===== config.mk =====
export PLATFORM = sky130hd
export DESIGN_NAME = hud_text_scheduler
export DESIGN_NICKNAME = d
export VERILOG_FILES = /design/src/rtl/hud_pkg.sv /design/src/rtl/bcd_converter.sv /design/src/rtl/hud_text_scheduler.sv
export SDC_FILE = /design/constraint.sdc
export NUM_CORES = 1
export LEC_CHECK = 0
export ABC_AREA = 1
export BUFFER_PORTS_ARGS = -buffer_cell sky130_fd_sc_hd__buf_2
export CAP_MARGIN = 10
export CORE_ASPECT_RATIO = 0.5
export CORE_MARGIN = 2
export CORE_UTILIZATION = 55
export CTS_BUF_LIST = sky130_fd_sc_hd__clkbuf_8
export DETAILED_ROUTE_END_ITERATION = 8
export GPL_ROUTABILITY_DRIVEN = 1
export GPL_TIMING_DRIVEN = 1
export HOLD_SLACK_MARGIN = 0.15
export MAX_ROUTING_LAYER = met4
export PLACE_DENSITY = 0.83
export SYNTH_ARGS = -nofsm -noshare
export SYNTH_HDL_FRONTEND = slang
export SYNTH_SLANG_ARGS = --single-unit

===== constraint.sdc =====
create_clock -name Clk -period 3.6 [get_ports Clk]
set_input_delay 0.18 -clock Clk [delete_from_list [all_inputs] [get_ports Clk]]
set_output_delay 0.18 -clock Clk [all_outputs]
set_load 0.005 [all_outputs]

===== src/rtl/hud_pkg.sv =====
// Shared definitions for the HUD text scheduler: FSM states, string windows,
// character-code tables and the per-character code lookup.
package hud_pkg;

    typedef enum logic [1:0] {IDLE, CONVERT, FETCH} state_e;
    typedef enum logic [1:0] {STR_NONE, STR_LIVES, STR_SCORE, STR_GOVER} str_e;

    localparam int NCHAR_MAX = 9;
    localparam logic [9:0] GLYPH_H = 10'd16;

    localparam logic [9:0] LIVES_X0 = 10'd456;
    localparam logic [9:0] LIVES_Y0 = 10'd96;
    localparam logic [9:0] SCORE_X0 = 10'd456;
    localparam logic [9:0] SCORE_Y0 = 10'd120;
    localparam logic [9:0] GOVER_X0 = 10'd296;
    localparam logic [9:0] GOVER_Y0 = 10'd240;

    localparam logic [3:0] LIVES_LEN = 4'd8;
    localparam logic [3:0] SCORE_LEN = 4'd7;
    localparam logic [3:0] GOVER_LEN = 4'd9;

    // Every glyph code is below 0x80, so 7 bits plus a 4-bit row fill font_addr.
    localparam logic [0:7][6:0] LIVES_CODES =
        {7'h6C, 7'h69, 7'h76, 7'h65, 7'h73, 7'h3A, 7'h00, 7'h30};
    localparam logic [0:6][6:0] SCORE_CODES =
        {7'h16, 7'h3A, 7'h00, 7'h30, 7'h30, 7'h30, 7'h30};
    localparam logic [0:8][6:0] GOVER_CODES =
        {7'h67, 7'h61, 7'h6D, 7'h65, 7'h00, 7'h6F, 7'h76, 7'h65, 7'h72};

    function automatic logic [9:0] str_x0(str_e s);
        case (s)
            STR_LIVES: return LIVES_X0;
            STR_SCORE: return SCORE_X0;
            STR_GOVER: return GOVER_X0;
            default:   return 10'd0;
        endcase
    endfunction

    function automatic logic [3:0] str_len(str_e s);
        case (s)
            STR_LIVES: return LIVES_LEN;
            STR_SCORE: return SCORE_LEN;
            STR_GOVER: return GOVER_LEN;
            default:   return 4'd0;
        endcase
    endfunction

    // Digit slots hold '0' (0x30), so OR-ing in a 0..9 value yields its ASCII glyph.
    function automatic logic [6:0] char_code(str_e s, logic [3:0] i, logic [1:0] lv,
                                             logic [15:0] bcd);
        logic [6:0] c;
        logic [3:0] d;
        c = '0;
        case (i)
            4'd3:    d = bcd[15:12];
            4'd4:    d = bcd[11:8];
            4'd5:    d = bcd[7:4];
            4'd6:    d = bcd[3:0];
            default: d = 4'd0;
        endcase
        case (s)
            STR_LIVES: c = LIVES_CODES[i[2:0]] | ((i == 4'd7) ? {5'd0, lv} : 7'd0);
            STR_SCORE: if (i < SCORE_LEN) c = SCORE_CODES[i[2:0]] | {3'd0, d};
            STR_GOVER: if (i < GOVER_LEN) c = GOVER_CODES[i];
            default:   c = '0;
        endcase
        return c;
    endfunction

endpackage


===== src/rtl/bcd_converter.sv =====
// Sequential double-dabble: 11-bit binary to four BCD digits, one shift-add-3
// iteration per clock after start; done holds for one cycle once all 11 are in.
module bcd_converter (
    input  logic            Clk,
    input  logic            Reset,
    input  logic            start,
    input  logic [10:0]     bin,
    output logic            done,
    output logic [3:0][3:0] bcd
);

    logic [26:0] sh, adj;
    logic [3:0]  cnt;
    logic        active;

    always_comb begin
        adj = sh;
        for (int d = 0; d < 4; d++) begin
            if (adj[11+4*d +: 4] >= 4'd5)
                adj[11+4*d +: 4] = adj[11+4*d +: 4] + 4'd3;
        end
    end

    always_ff @(posedge Clk) begin
        if (Reset) begin
            sh     <= '0;
            cnt    <= '0;
            active <= 1'b0;
        end else if (start) begin
            sh     <= {16'd0, bin};
            cnt    <= 4'd11;
            active <= 1'b1;
        end else if (active) begin
            if (cnt != 4'd0) begin
                sh  <= adj << 1;
                cnt <= cnt - 4'd1;
            end else begin
                active <= 1'b0;
            end
        end
    end

    assign done = active && (cnt == 4'd0);
    assign bcd  = sh[26:11];

endmodule


===== src/rtl/hud_text_scheduler.sv =====
// HUD text scheduler: converts the score once per frame and, during hblank,
// prefetches one glyph row per character of the string on the next line.
module hud_text_scheduler
    import hud_pkg::*;
(
    input  logic        Clk,
    input  logic        Reset,
    input  logic [9:0]  DrawX,
    input  logic [9:0]  DrawY,
    input  logic        death,
    input  logic [10:0] score,
    input  logic [1:0]  lives,
    output logic [10:0] font_addr,
    input  logic [7:0]  font_data,
    output logic        text_on,
    output logic [1:0]  text_sel,
    output logic        busy
);

    state_e state, state_nx;
    str_e   hit_str, f_str, buf_str;
    logic [9:0]  tgt_y, f_tgt, buf_tag, col;
    logic [3:0]  row_c, f_row, idx;
    logic [1:0]  f_lives;
    logic        conv_start, conv_done, fetch_go, buf_valid, pix_on;
    logic [3:0][3:0] conv_bcd, digits;
    logic [NCHAR_MAX-1:0][7:0] line_buf;

    assign tgt_y = (DrawY == 10'd524) ? 10'd0 : DrawY + 10'd1;

    // Windows never overlap vertically; row offset only needs the low 4 bits.
    always_comb begin
        hit_str = STR_NONE;
        row_c   = 4'd0;
        if (!death && tgt_y >= LIVES_Y0 && tgt_y < LIVES_Y0 + GLYPH_H) begin
            hit_str = STR_LIVES;
            row_c   = tgt_y[3:0] - LIVES_Y0[3:0];
        end else if (tgt_y >= SCORE_Y0 && tgt_y < SCORE_Y0 + GLYPH_H) begin
            hit_str = STR_SCORE;
            row_c   = tgt_y[3:0] - SCORE_Y0[3:0];
        end else if (death && tgt_y >= GOVER_Y0 && tgt_y < GOVER_Y0 + GLYPH_H) begin
            hit_str = STR_GOVER;
            row_c   = tgt_y[3:0] - GOVER_Y0[3:0];
        end
    end

    bcd_converter u_bcd (
        .Clk   (Clk),
        .Reset (Reset),
        .start (conv_start),
        .bin   (score),
        .done  (conv_done),
        .bcd   (conv_bcd)
    );

    always_ff @(posedge Clk) begin
        if (Reset) state <= IDLE;
        else       state <= state_nx;
    end

    always_comb begin
        state_nx   = state;
        conv_start = 1'b0;
        case (state)
            IDLE: begin
                if (DrawX == 10'd0 && DrawY == 10'd480) begin
                    state_nx   = CONVERT;
                    conv_start = 1'b1;
                end else if (DrawX == 10'd640 && hit_str != STR_NONE) begin
                    state_nx = FETCH;
                end
            end
            CONVERT: if (conv_done) state_nx = IDLE;
            FETCH:   if (idx == str_len(f_str)) state_nx = IDLE;
            default: state_nx = IDLE;
        endcase
    end

    assign fetch_go = (state == IDLE) && (state_nx == FETCH);
    assign busy     = (state != IDLE);

    always_comb begin
        font_addr = '0;
        if (state == FETCH && idx < str_len(f_str))
            font_addr = {char_code(f_str, idx, f_lives, digits), f_row};
    end

    // ROM data trails its address by a cycle, so entry idx-1 lands while idx is issued.
    always_ff @(posedge Clk) begin
        if (Reset) begin
            idx       <= '0;
            f_str     <= STR_NONE;
            f_row     <= '0;
            f_lives   <= '0;
            f_tgt     <= '0;
            buf_valid <= 1'b0;
            buf_tag   <= '0;
            buf_str   <= STR_NONE;
            line_buf  <= '0;
            digits    <= '0;
        end else begin
            if (fetch_go) begin
                idx       <= '0;
                f_str     <= hit_str;
                f_row     <= row_c;
                f_lives   <= lives;
                f_tgt     <= tgt_y;
                buf_valid <= 1'b0;
            end
            if (state == FETCH) begin
                idx <= idx + 4'd1;
                if (idx != 4'd0) line_buf[idx - 4'd1] <= font_data;
                if (idx == str_len(f_str)) begin
                    buf_valid <= 1'b1;
                    buf_tag   <= f_tgt;
                    buf_str   <= f_str;
                end
            end
            if (state == CONVERT && conv_done) digits <= conv_bcd;
        end
    end

    // Unsigned wrap makes any DrawX left of the window compare as out of range.
    always_comb begin
        col    = DrawX - str_x0(buf_str);
        pix_on = buf_valid && (DrawY == buf_tag)
              && (col < {3'd0, str_len(buf_str), 3'd0})
              && line_buf[col[6:3]][~col[2:0]];
    end

    always_ff @(posedge Clk) begin
        if (Reset) begin
            text_on  <= 1'b0;
            text_sel <= 2'd0;
        end else begin
            text_on  <= pix_on;
            text_sel <= !pix_on ? 2'd0 : (buf_str == STR_GOVER) ? 2'd2 : 2'd1;
        end
    end

endmodule


==> metrics.txt, run 1 <==
grt total ovfl 0; post-synthesis mux area share 0%; max cap viols 0; CP dominant cell by count nand2_1; Worst setup SP type flop; drt first pass iters 6; post-synthesis adder-cell area fraction 5.90%; Tightest Hold Check Type input pin to flop; Critical Path Slowest Stage Cell ha_1; worst hold slack 0.182 ns; DP Wirelength 14600 um; die height 91.9 um; PortBufs 58; clock root buffer clkbuf_8; commonest non-fill, non-tap cell in the layout nor2_1; core area 0.0153 mm2; fin crit share 87.9%; Rows 32; CTS tree yes; total CTS buffers 17; H-tree level count 4; fraction of layout cells with a size suffix above 1 9.20%; busiest layer in global routing met2; Routed WL 20800 um; Synth top area share 37.7%; Seq/Total Area, Yosys 37.7%; Area Overhead vs Synth 11.3%; Post-Syn Instances 1244; Final Hold Vio Count 0; Synth cell types 44; Yosys Warn Count 0; number of global-route vias before repair 7651; P_leak 0.00399 uW; drt wl/cell 13.7 um; # setup viols final 0; nets 1386; filler instances 1378; die area 0.0165 mm2; final design utilization 62.0%; 1st-iter DRT viols 692; slowest cell delay on critical path 0.59 ns; global-route wire length before repair 34600 um; critical path type flop to flop; worst rel slew slack 52.7%; drt drc 0; leading area contributor after synthesis dfxtp_1; largest net degree at the start of global routing 80; Main synth FF type dfxtp_1; vias 8227; WP data arrival 3.54 ns; post-DR vias/cell 5.42; Antenna Nets Post-Route 0; I/O pin cnt 59; Placed Area 0.00886 mm2; setup repair bufs after CTS 0; WP data required 3.97 ns; M3 GR Usage 4.73%; CP Cell Sequence inv_1 > ha_1 > inv_1 > ha_1 > ha_1 > clkinvlp_4 > a21oi_1 > o21ai_0 > o21ai_0 > nand2_1 > nand2_1 > nand2_1 > nand3_1 > nand3_1 > nand2_1 > nand2_1 > nand2_1 > nor2_1; setup TNS 0 ns; CTS Buffer Depth 2; unrepaired setup endpoints after global routing no; later-pin clock latency in the skew report 0.47 ns; CTS Sinks 160; power per cell area 342 mW/mm2; Tmin final 3.17 ns; status complete, no violations; Post-Synth XOR/XNOR Area 2.18%; Worst Skew 0.0177 ns; Mapped Avg Cell Area 6.82 um2; most frequent cells in the layout 192 x nor2_1, 186 x nand2_1, 166 x o21ai_0, 160 x dfxtp_1, 149 x inv_1; Cell Area, Synth 0.00849 mm2; met2 usage 43.7%; Slew @ Worst Pin 0.708 ns; Fmax achieved 316 MHz; GRT Total Usage 26.0%; # diodes 0; VDD IR max 0.221 mV; Critical Path Fanout Max 19; nature of the critical path endpoint flop; fraction of registers with async set/reset 0%; Synth Area in Simple Gates 23.8%; Final Power 3230 uW; Die W 180 um; Post-Syn Nets 1328; largest cells by area after synthesis dfxtp_1 38%, o21ai_0 9.8%, a21oi_1 8.6%; grt met1 use 31.8%; compound-cell area share of the yosys netlist 20.9%; EDFF count, synth 0; register bit total from synthesis 160; Starting Density 55.7%; largest family of logic cells by synthesized area simple AND/OR/NAND/NOR gates; Final Wtd Congestion 0.947; post-route cell area 0.00945 mm2; Clock Pin Slew Worst Setup and Hold Paths 0.10 ns; initial antenna violation count 0; Slew Viols, Final 0
==> timing repair <==
action                     4_1_cts  5_1_grt
gates resized for setup          0        1
hold buffers                    23        0
hold endpoints to repair        57        0
setup endpoints to repair        0        3
==> final cells by class <==
type	count	area [um2]	share of cell area (%)
Clock buffer	18	248	2.62
Clock inverter	14	110	1.16
Inverter	154	582	6.15
Multi-Input combinational cell	881	4480	47.4
Sequential cell	160	3200	33.9
Tap cell	204	255	2.70
Timing Repair Buffer	88	573	6.06
==> worst paths after layout <==
kind              start     endpoint  slack (ns)  cells after the start
max          buf_str[0]  text_sel[1]        0.43                     18
min               Reset     f_str[1]        0.18                      2
max reg2reg  buf_str[0]  text_sel[1]        0.43                     18
min reg2reg    f_tgt[4]   buf_tag[4]        0.45                      2
==> worst max-delay path: cells and delay by family (launching register included) <==
kind	cells	cell delay [ns]
compound gates	3	0.43
buf+inv	3	0.64
simple gates	9	0.68
fa+ha+maj	3	0.96
flops	1	0.35
==> stage by stage <==
step | setup WS [ns] | std cells
4_1_cts | 0.392 | 1519
3_5_place_dp | 0.414 | 1464
2_1_floorplan | 1.11 | 1244
3_3_place_gp | 0.586 | 1464
5_1_grt | 0.0810 | 1519
6_report | 0.435 | 1519
==> cell families after synthesis <==
logic type,after synthesis
AOI/OAI and AO/OA,341
xor gates and xnor gates,19
adders and majority gates,40
buffers and inverters,203
DFF,160
and+or+nand+nor,481
==> registers in the layout, summed over array words and instances, names as in the netlist <==
signal	cells
u_bcd.cnt	4
u_bcd.active	1
buf_str	2
text_sel	2
digits	16
f_row	4
f_str	2
u_bcd.sh	27
state	2
idx	4
f_lives	2
line_buf	72
f_tgt	10
text_on	1
buf_tag	10
buf_valid	1
==> routing by layer <==
layer | share of wire, % | up-vias | routed length (um)
met4 | 2.1 | 0 | 430
li1 | - | 4174 | -
met2 | 47 | 204 | 9820
met1 | 46 | 3807 | 9530
met5 | 0 | - | 0
met3 | 4.8 | 42 | 997
==> cell usage after synthesis, types with 8 or more instances <==
master and number:
nand2_1 186, inv_1 148, buf_2 9, clkbuf_1 30
nand4_1 9, o21ai_0 166, nor2_2 8, a21oi_1 146
xnor2_1 8, xor2_1 10, a31oi_1 14, nor2_1 193
dfxtp_1 160, nand3_1 61, ha_1 40
==> power by group <==
group	internal, uW	switching, uW	total (uW)
Clock	502	714	1220
Sequential	1770	0.00958	1770
Combinational	90.2	160	250
Note: power is estimated with default switching activity, not from simulation.
==> run 2: changes to the inputs <==
==> constraint.sdc (replaced) <==
create_clock -name Clk -period 3.6 [get_ports Clk]
set_input_delay 0.36 -clock Clk [delete_from_list [all_inputs] [get_ports Clk]]
set_output_delay 0.36 -clock Clk [all_outputs]
set_load 0.005 [all_outputs]
==> run 2 against run 1 <==
  * Cell area is 1.2% lower
  * Die area unchanged
  * Routed wire length is 0.51% higher
  * Combinational power is 6% lower
  * Non-clock buffer count shrank 18
  * First-iteration DRC count up 0.14%
  * Core utilization down 0.77 points
  * Fmax is 1.6% lower
  * Count of clock-buffer cells in the layout rose by 2
  * Critical path type unchanged
  * Critical endpoint unchanged
==> metrics.txt, run 2 (synthesis results as in run 1) <==
CTS tree yes; Rows 32 (unchanged); filler instances 1364 (-1.0%); most frequent cells in the layout 192 x nor2_1, 186 x nand2_1, 166 x o21ai_0, 160 x dfxtp_1, 148 x inv_1; status complete, no violations; commonest non-fill, non-tap cell in the layout nor2_1; DP Wirelength 14800 um (+1.1%); Critical Path Fanout Max 16 (-3); Worst R2R Start buf_str[0]; critical path type flop to flop; Final Power 3430 uW (+6.1%); unrepaired setup endpoints after global routing no; drt first pass iters 7 (+1); Fmax achieved 311 MHz (-1.6%); Die W 180 um (unchanged); Worst Skew 0.0147 ns (-0.00304 ns); CTS Sinks 160 (unchanged); fraction of layout cells with a size suffix above 1 9.41% (+0.21 points); number of flip-flops in the largest register 72 (unchanged); WP buf/inv 4 (+1); largest net degree at the start of global routing 79 (-1.3%); max cap viols 0 (unchanged); number of global-route vias before repair 7446 (-2.7%); worst rel slew slack 55.2% (+2.4 points); setup TNS 0 ns (unchanged); critical path depth 19 (+1); total CTS buffers 17 (unchanged); Starting Density 55.7% (unchanged); slowest cell delay on critical path 0.56 ns (-0.03 ns); Tmin final 3.22 ns (+0.0499 ns); Final Wtd Congestion 0.951 (+0.39%); drt drc 0 (unchanged); CTS Buffer Depth 2 (unchanged); H-tree level count 4 (unchanged); Tightest Hold Check Type input pin to flop; drt wl/cell 13.9 um (+1.8%); Routed WL 20900 um (+0.51%); Slew @ Worst Pin 0.672 ns (-0.0365 ns); Antenna Nets Post-Route 0 (unchanged); post-DR vias/cell 5.44 (+0.37%); critical hold path startpoint score[8]; Slew Viols, Final 0 (unchanged); # setup viols final 0 (unchanged); top layer in use met4; core area 0.0153 mm2 (unchanged); later-pin clock latency in the skew report 0.46 ns (about the same); 1st-iter DRT viols 693 (+0.14%); most flop-heavy register line_buf; Critical Path Slowest Stage Cell ha_1; nature of the critical path endpoint flop; Worst Reg-to-Reg Cells 19 (+1); Area Overhead vs Synth 9.96%; GRT Total Usage 26.2% (+0.17 points); fin crit share 89.3% (+1.4 points); met1 WL 9260 um (-2.9%); worst hold path depth 3 (+1); global-route wire length before repair 34600 um (-0.22%); die height 91.9 um (unchanged); Crit Reg-Reg Endpoint text_sel[1]; WL met2 9940 um (+1.2%); metal3 WL 1260 um (+27%); WP data arrival 3.58 ns (+0.04 ns); initial antenna violation count 0 (unchanged); grt total ovfl 0 (unchanged); Top Family by Delay on Critical Path adder cells; clock root buffer clkbuf_8; VDD IR max 0.249 mV (+12%); I/O pin cnt 59 (unchanged); CP dominant cell by count nand2_1; Clock Pin Slew Worst Setup and Hold Paths 0.09 ns (about the same); vias 8154 (-0.89%); P_leak 0.00395 uW (-0.81%); die area 0.0165 mm2 (unchanged); Worst setup SP type flop; nets 1368 (-1.3%); # diodes 0 (unchanged); CP Cell Sequence inv_1 > ha_1 > inv_1 > ha_1 > ha_1 > clkinv_1 > buf_4 > a21oi_1 > o21ai_0 > o21ai_0 > nand2_1 > nand2_1 > nand2_1 > nand3_1 > o211ai_1 > nand2_1 > nand2_1 > nand2_1 > nor2_1; Final Hold Vio Count 0 (unchanged); hold path endpoint u_bcd.sh[8]; R2R setup slack 0.38 ns (-0.05 ns); PortBufs 58 (unchanged); WP data required 3.97 ns (about the same); biggest regs line_buf x72, u_bcd.sh x27, digits x16; power per cell area 368 mW/mm2 (+7.5%); CTS resizes 0 (unchanged)
==> run 2: changes by cell type in the layout (fill, tap and decap cells not counted), moves of 2 or more <==
cell	before	now
clkinvlp_4	6	2
buf_4	7	9
dlygate4sd3_1	23	3
clkbuf_8	18	20
bufinv_16	0	3
==> run 2: stage by stage <==
stage               setup slack (ns)  utilization [%]  cell area (um2)  instances  hold slack [ns]
CTS                            0.447             61.2             9340       1500            0.152
detailed placement             0.504             58.2             8880       1466            0.444
finish                         0.385             61.2             9340       1500            0.175
floorplan                       1.11                -             8490       1244            0.425
global route                   0.141             61.2             9340       1500            0.167
global placement               0.649             58.2             8880       1466            0.438
==> run 2: final cells by class <==
type                       instances  area, um2  area share (%)
multi-input combinational        881       4480            48.0
sequential                       160       3200            34.3
inverter                         154        578            6.19
timing repair buffer              70        388            4.15
clock buffer                      20        275            2.95
tap                              204        255            2.73
clock inverter                    11        154            1.65
==> run 2: worst max-delay path by stage <==
stage               startpoint           to  slack (ns)
floorplan           buf_str[1]  text_sel[0]        1.11
global placement    buf_str[0]  text_sel[0]        0.65
detailed placement  buf_str[0]  text_sel[1]        0.50
CTS                 buf_str[0]  text_sel[1]        0.45
global route        buf_str[0]  text_sel[1]        0.14
finish              buf_str[0]  text_sel[1]        0.38
==> run 2: metal layers <==
metal | GRT usage [%] | vias to the layer above
li1 | - | 4147
met1 | 32.4 | 3709
met2 | 43.7 | 262
met3 | 4.17 | 36
met4 | 9.55 | 0
met5 | - | -
==> run 2: repair_timing <==
item,in CTS,in global routing
endpoints found under the hold margin,3,0
hold buffers,3,0
buffers inserted,0,0
==> run 2: worst reg2reg max path, stage by stage, from the launching register on <==
cell      delay, ns
dfxtp_1        0.35
inv_1          0.11
ha_1           0.18
inv_1          0.07
ha_1           0.19
ha_1           0.56
clkinv_1       0.38
buf_4          0.28
a21oi_1        0.13
o21ai_0        0.11
o21ai_0        0.11
nand2_1        0.07
nand2_1        0.07
nand2_1        0.05
nand3_1        0.08
o211ai_1       0.08
nand2_1        0.08
nand2_1        0.05
nand2_1        0.10
nor2_1         0.06
==> run 2: power by group <==
group / switching (uW) / total, uW / leakage (uW) / internal (uW)
logic: 158 / 235 / 0.00245 / 76.8
clock network: 686 / 1430 / 0.000212 / 744
registers: 0.00941 / 1770 / 0.00129 / 1770
total: 844 / 3430 / 0.00395 / 2590
==> run 3: changes to the inputs <==
--- a/config.mk
+++ b/config.mk
@@ -17,7 +17,7 @@
 export GPL_TIMING_DRIVEN = 1
 export HOLD_SLACK_MARGIN = 0.15
 export MAX_ROUTING_LAYER = met4
-export PLACE_DENSITY = 0.83
+export PLACE_DENSITY_LB_ADDON = 0.3
 export SYNTH_ARGS = -nofsm -noshare
 export SYNTH_HDL_FRONTEND = slang
 export SYNTH_SLANG_ARGS = --single-unit
==> run 3 against run 2 <==
  * First-iteration DRC count is 15% lower
  * Count of clock-buffer cells in the layout is 2 lower
  * Cell area fell by 0.19%
  * Sequential power about the same
  * Largest cell class unchanged
  * Largest power group unchanged
  * Hold slack got worse by 0.00074 ns
==> metrics.txt, run 3 (synthesis results as in run 1) <==
initial antenna violation count 0 (unchanged); Critical Path Slowest Stage Cell dfxtp_1; critical path type flop to output pin; post-route cell area 0.00932 mm2 (-0.19%); clock root buffer clkbuf_8; Final Power 3420 uW (-0.41%); slowest cell delay on critical path 0.64 ns (+0.08 ns); PortBufs 58 (unchanged); setup TNS 0 ns (unchanged); WP data required 3.24 ns (-0.73 ns); Fmax achieved 318 MHz (+2.2%); nature of the critical path endpoint output pin; Routed WL 20500 um (-1.7%); Final Wtd Congestion 0.952 (+0.17%); biggest regs line_buf x72, u_bcd.sh x27, digits x16; most flop-heavy register line_buf; CP Cell Sequence clkinv_1 > nor2_1 > inv_1 > nor2_1 > inv_1 > a31oi_1 > nand2_1 > a31oi_1 > buf_2; later-pin clock latency in the skew report 0.46 ns (about the same); Slew @ Worst Pin 0.733 ns (+0.0607 ns); most frequent cells in the layout 192 x nor2_1, 186 x nand2_1, 166 x o21ai_0, 160 x dfxtp_1, 152 x inv_1; Worst Reg-to-Reg Cells 15 (-4); # diodes 0 (unchanged); Antenna Nets Post-Route 0 (unchanged); power per cell area 367 mW/mm2 (-0.22%); Final Hold Vio Count 0 (unchanged); # setup viols final 0 (unchanged); max cap viols 0 (unchanged); final cell count without fillers 1499 (-0.067%); drt wl/cell 13.7 um (-1.6%); WP data arrival 2.79 ns (-0.79 ns); Worst Skew 0.0139 ns (-0.000749 ns); VDD IR max 0.238 mV (-4.2%); number of flip-flops in the largest register 72 (unchanged); Placed Area 0.00888 mm2 (unchanged); DP Wirelength 14500 um (-1.8%); die height 91.9 um (unchanged); Crit Reg-Reg Endpoint text_sel[0]; worst hold slack 0.174 ns (-0.000743 ns); Tmin final 3.15 ns (-0.0688 ns); placed cells 1466 (unchanged); CTS Sinks 160 (unchanged); commonest non-fill, non-tap cell in the layout nor2_1; number of global-route vias before repair 7283 (-2.2%); H-tree level count 4 (unchanged); post-DR vias/cell 5.34 (-1.8%); vias 8005 (-1.8%); fin crit share 87.4% (-1.9 points); total CTS buffers 17 (unchanged); P_leak 0.00395 uW (about the same); Rows 32 (unchanged); Critical Path Fanout Max 15 (-1); CTS resizes 0 (unchanged); nets 1367 (-0.073%); Critical Path Start idx[2]; Slew Viols, Final 0 (unchanged); Die W 180 um (unchanged); die area 0.0165 mm2 (unchanged); worst rel slew slack 51.1% (-4.1 points); core area 0.0153 mm2 (unchanged); Worst R2R Start buf_str[0]; critical path endpoint font_addr[6]; GRT Total Usage 25.9% (-0.30 points); Starting Density 55.7% (unchanged); global-route wire length before repair 34300 um (-0.72%); unrepaired setup endpoints after global routing no; Area Overhead vs Synth 9.76%; Clock Pin Slew Worst Setup and Hold Paths 0.08 ns (about the same); Tightest Hold Check Type input pin to flop; Worst setup SP type flop; 1st-iter DRT viols 588 (-15%); grt total ovfl 0 (unchanged); CTS Buffer Depth 2 (unchanged); drt drc 0 (unchanged); largest net degree at the start of global routing 76 (-3.8%); CTS tree yes; R2R setup slack 0.58 ns (+0.20 ns); fraction of layout cells with a size suffix above 1 9.11% (-0.30 points); status complete, no violations; I/O pin cnt 59 (unchanged); drt first pass iters 5 (-2)
## run 3: changes by cell type in the layout (fill, tap and decap cells not counted)
cell,delta
dlygate4sd3_1,-1
inv_1,+4
bufinv_16,+1
clkinv_4,-2
clkinvlp_4,+2
inv_6,-2
clkinv_2,-1
clkbuf_8,-2
## run 3: report_power, final
| part | internal (uW) | switching (uW) | total, uW | leakage [uW] |
|---|---|---|---|---|
| registers | 1770 | 0.00948 | 1770 | 0.00129 |
| logic | 76.5 | 154 | 231 | 0.00245 |
| clock network | 760 | 660 | 1420 | 0.000212 |
## run 3: layer usage
layer | routed length, um | global-route usage, %
met5 | 0 | -
met4 | 325 | 7.32
met3 | 906 | 4.96
met2 | 9600 | 42.3
met1 | 9700 | 33.0
## run 3: per-stage QoR
step	utilization, %	worst slack (ns)
2_1_floorplan	-	1.11
3_3_place_gp	58.2	0.743
3_5_place_dp	58.2	0.621
4_1_cts	61.1	0.486
5_1_grt	61.1	0.113
6_report	61.1	0.453
## run 3: how the worst min path moves through the flow
stage               cells past startpoint  slack (ns)           end          from
floorplan                               2        0.42  line_buf[10]  line_buf[10]
global placement                        2        0.44    buf_tag[4]      f_tgt[4]
detailed placement                      2        0.44  line_buf[15]  line_buf[15]
CTS                                     3        0.15   u_bcd.sh[3]      score[3]
global route                            3        0.17   u_bcd.sh[6]      score[6]
finish                                  3        0.17   u_bcd.sh[3]      score[3]
## run 3: final cells by class
cell class,instances,area [um2]
clock buffers,18,248
clock inverters,13,174
fillers,1433,5940
inverters,154,578
multi-input cells,881,4480
flip-flops and latches,160,3200
well taps,204,255
repair buffers,69,378
## run 3: what timing repair did
| action | 4_1_cts | 5_1_grt |
|---|---|---|
| endpoints found under the hold margin | 2 | 0 |
| hold buffers | 2 | 0 |
| setup endpoints to repair | 0 | 0 |
| setup buffers | 0 | 0 |
## run 3: worst max-delay path: cells and delay by family, from the launching register on
family | cells | cell delay, ns
flip-flops | 1 | 0.64
AND/OR/NAND/NOR | 3 | 0.54
AO/OA/AOI/OAI | 2 | 0.44
buffers and inverters | 4 | 0.71
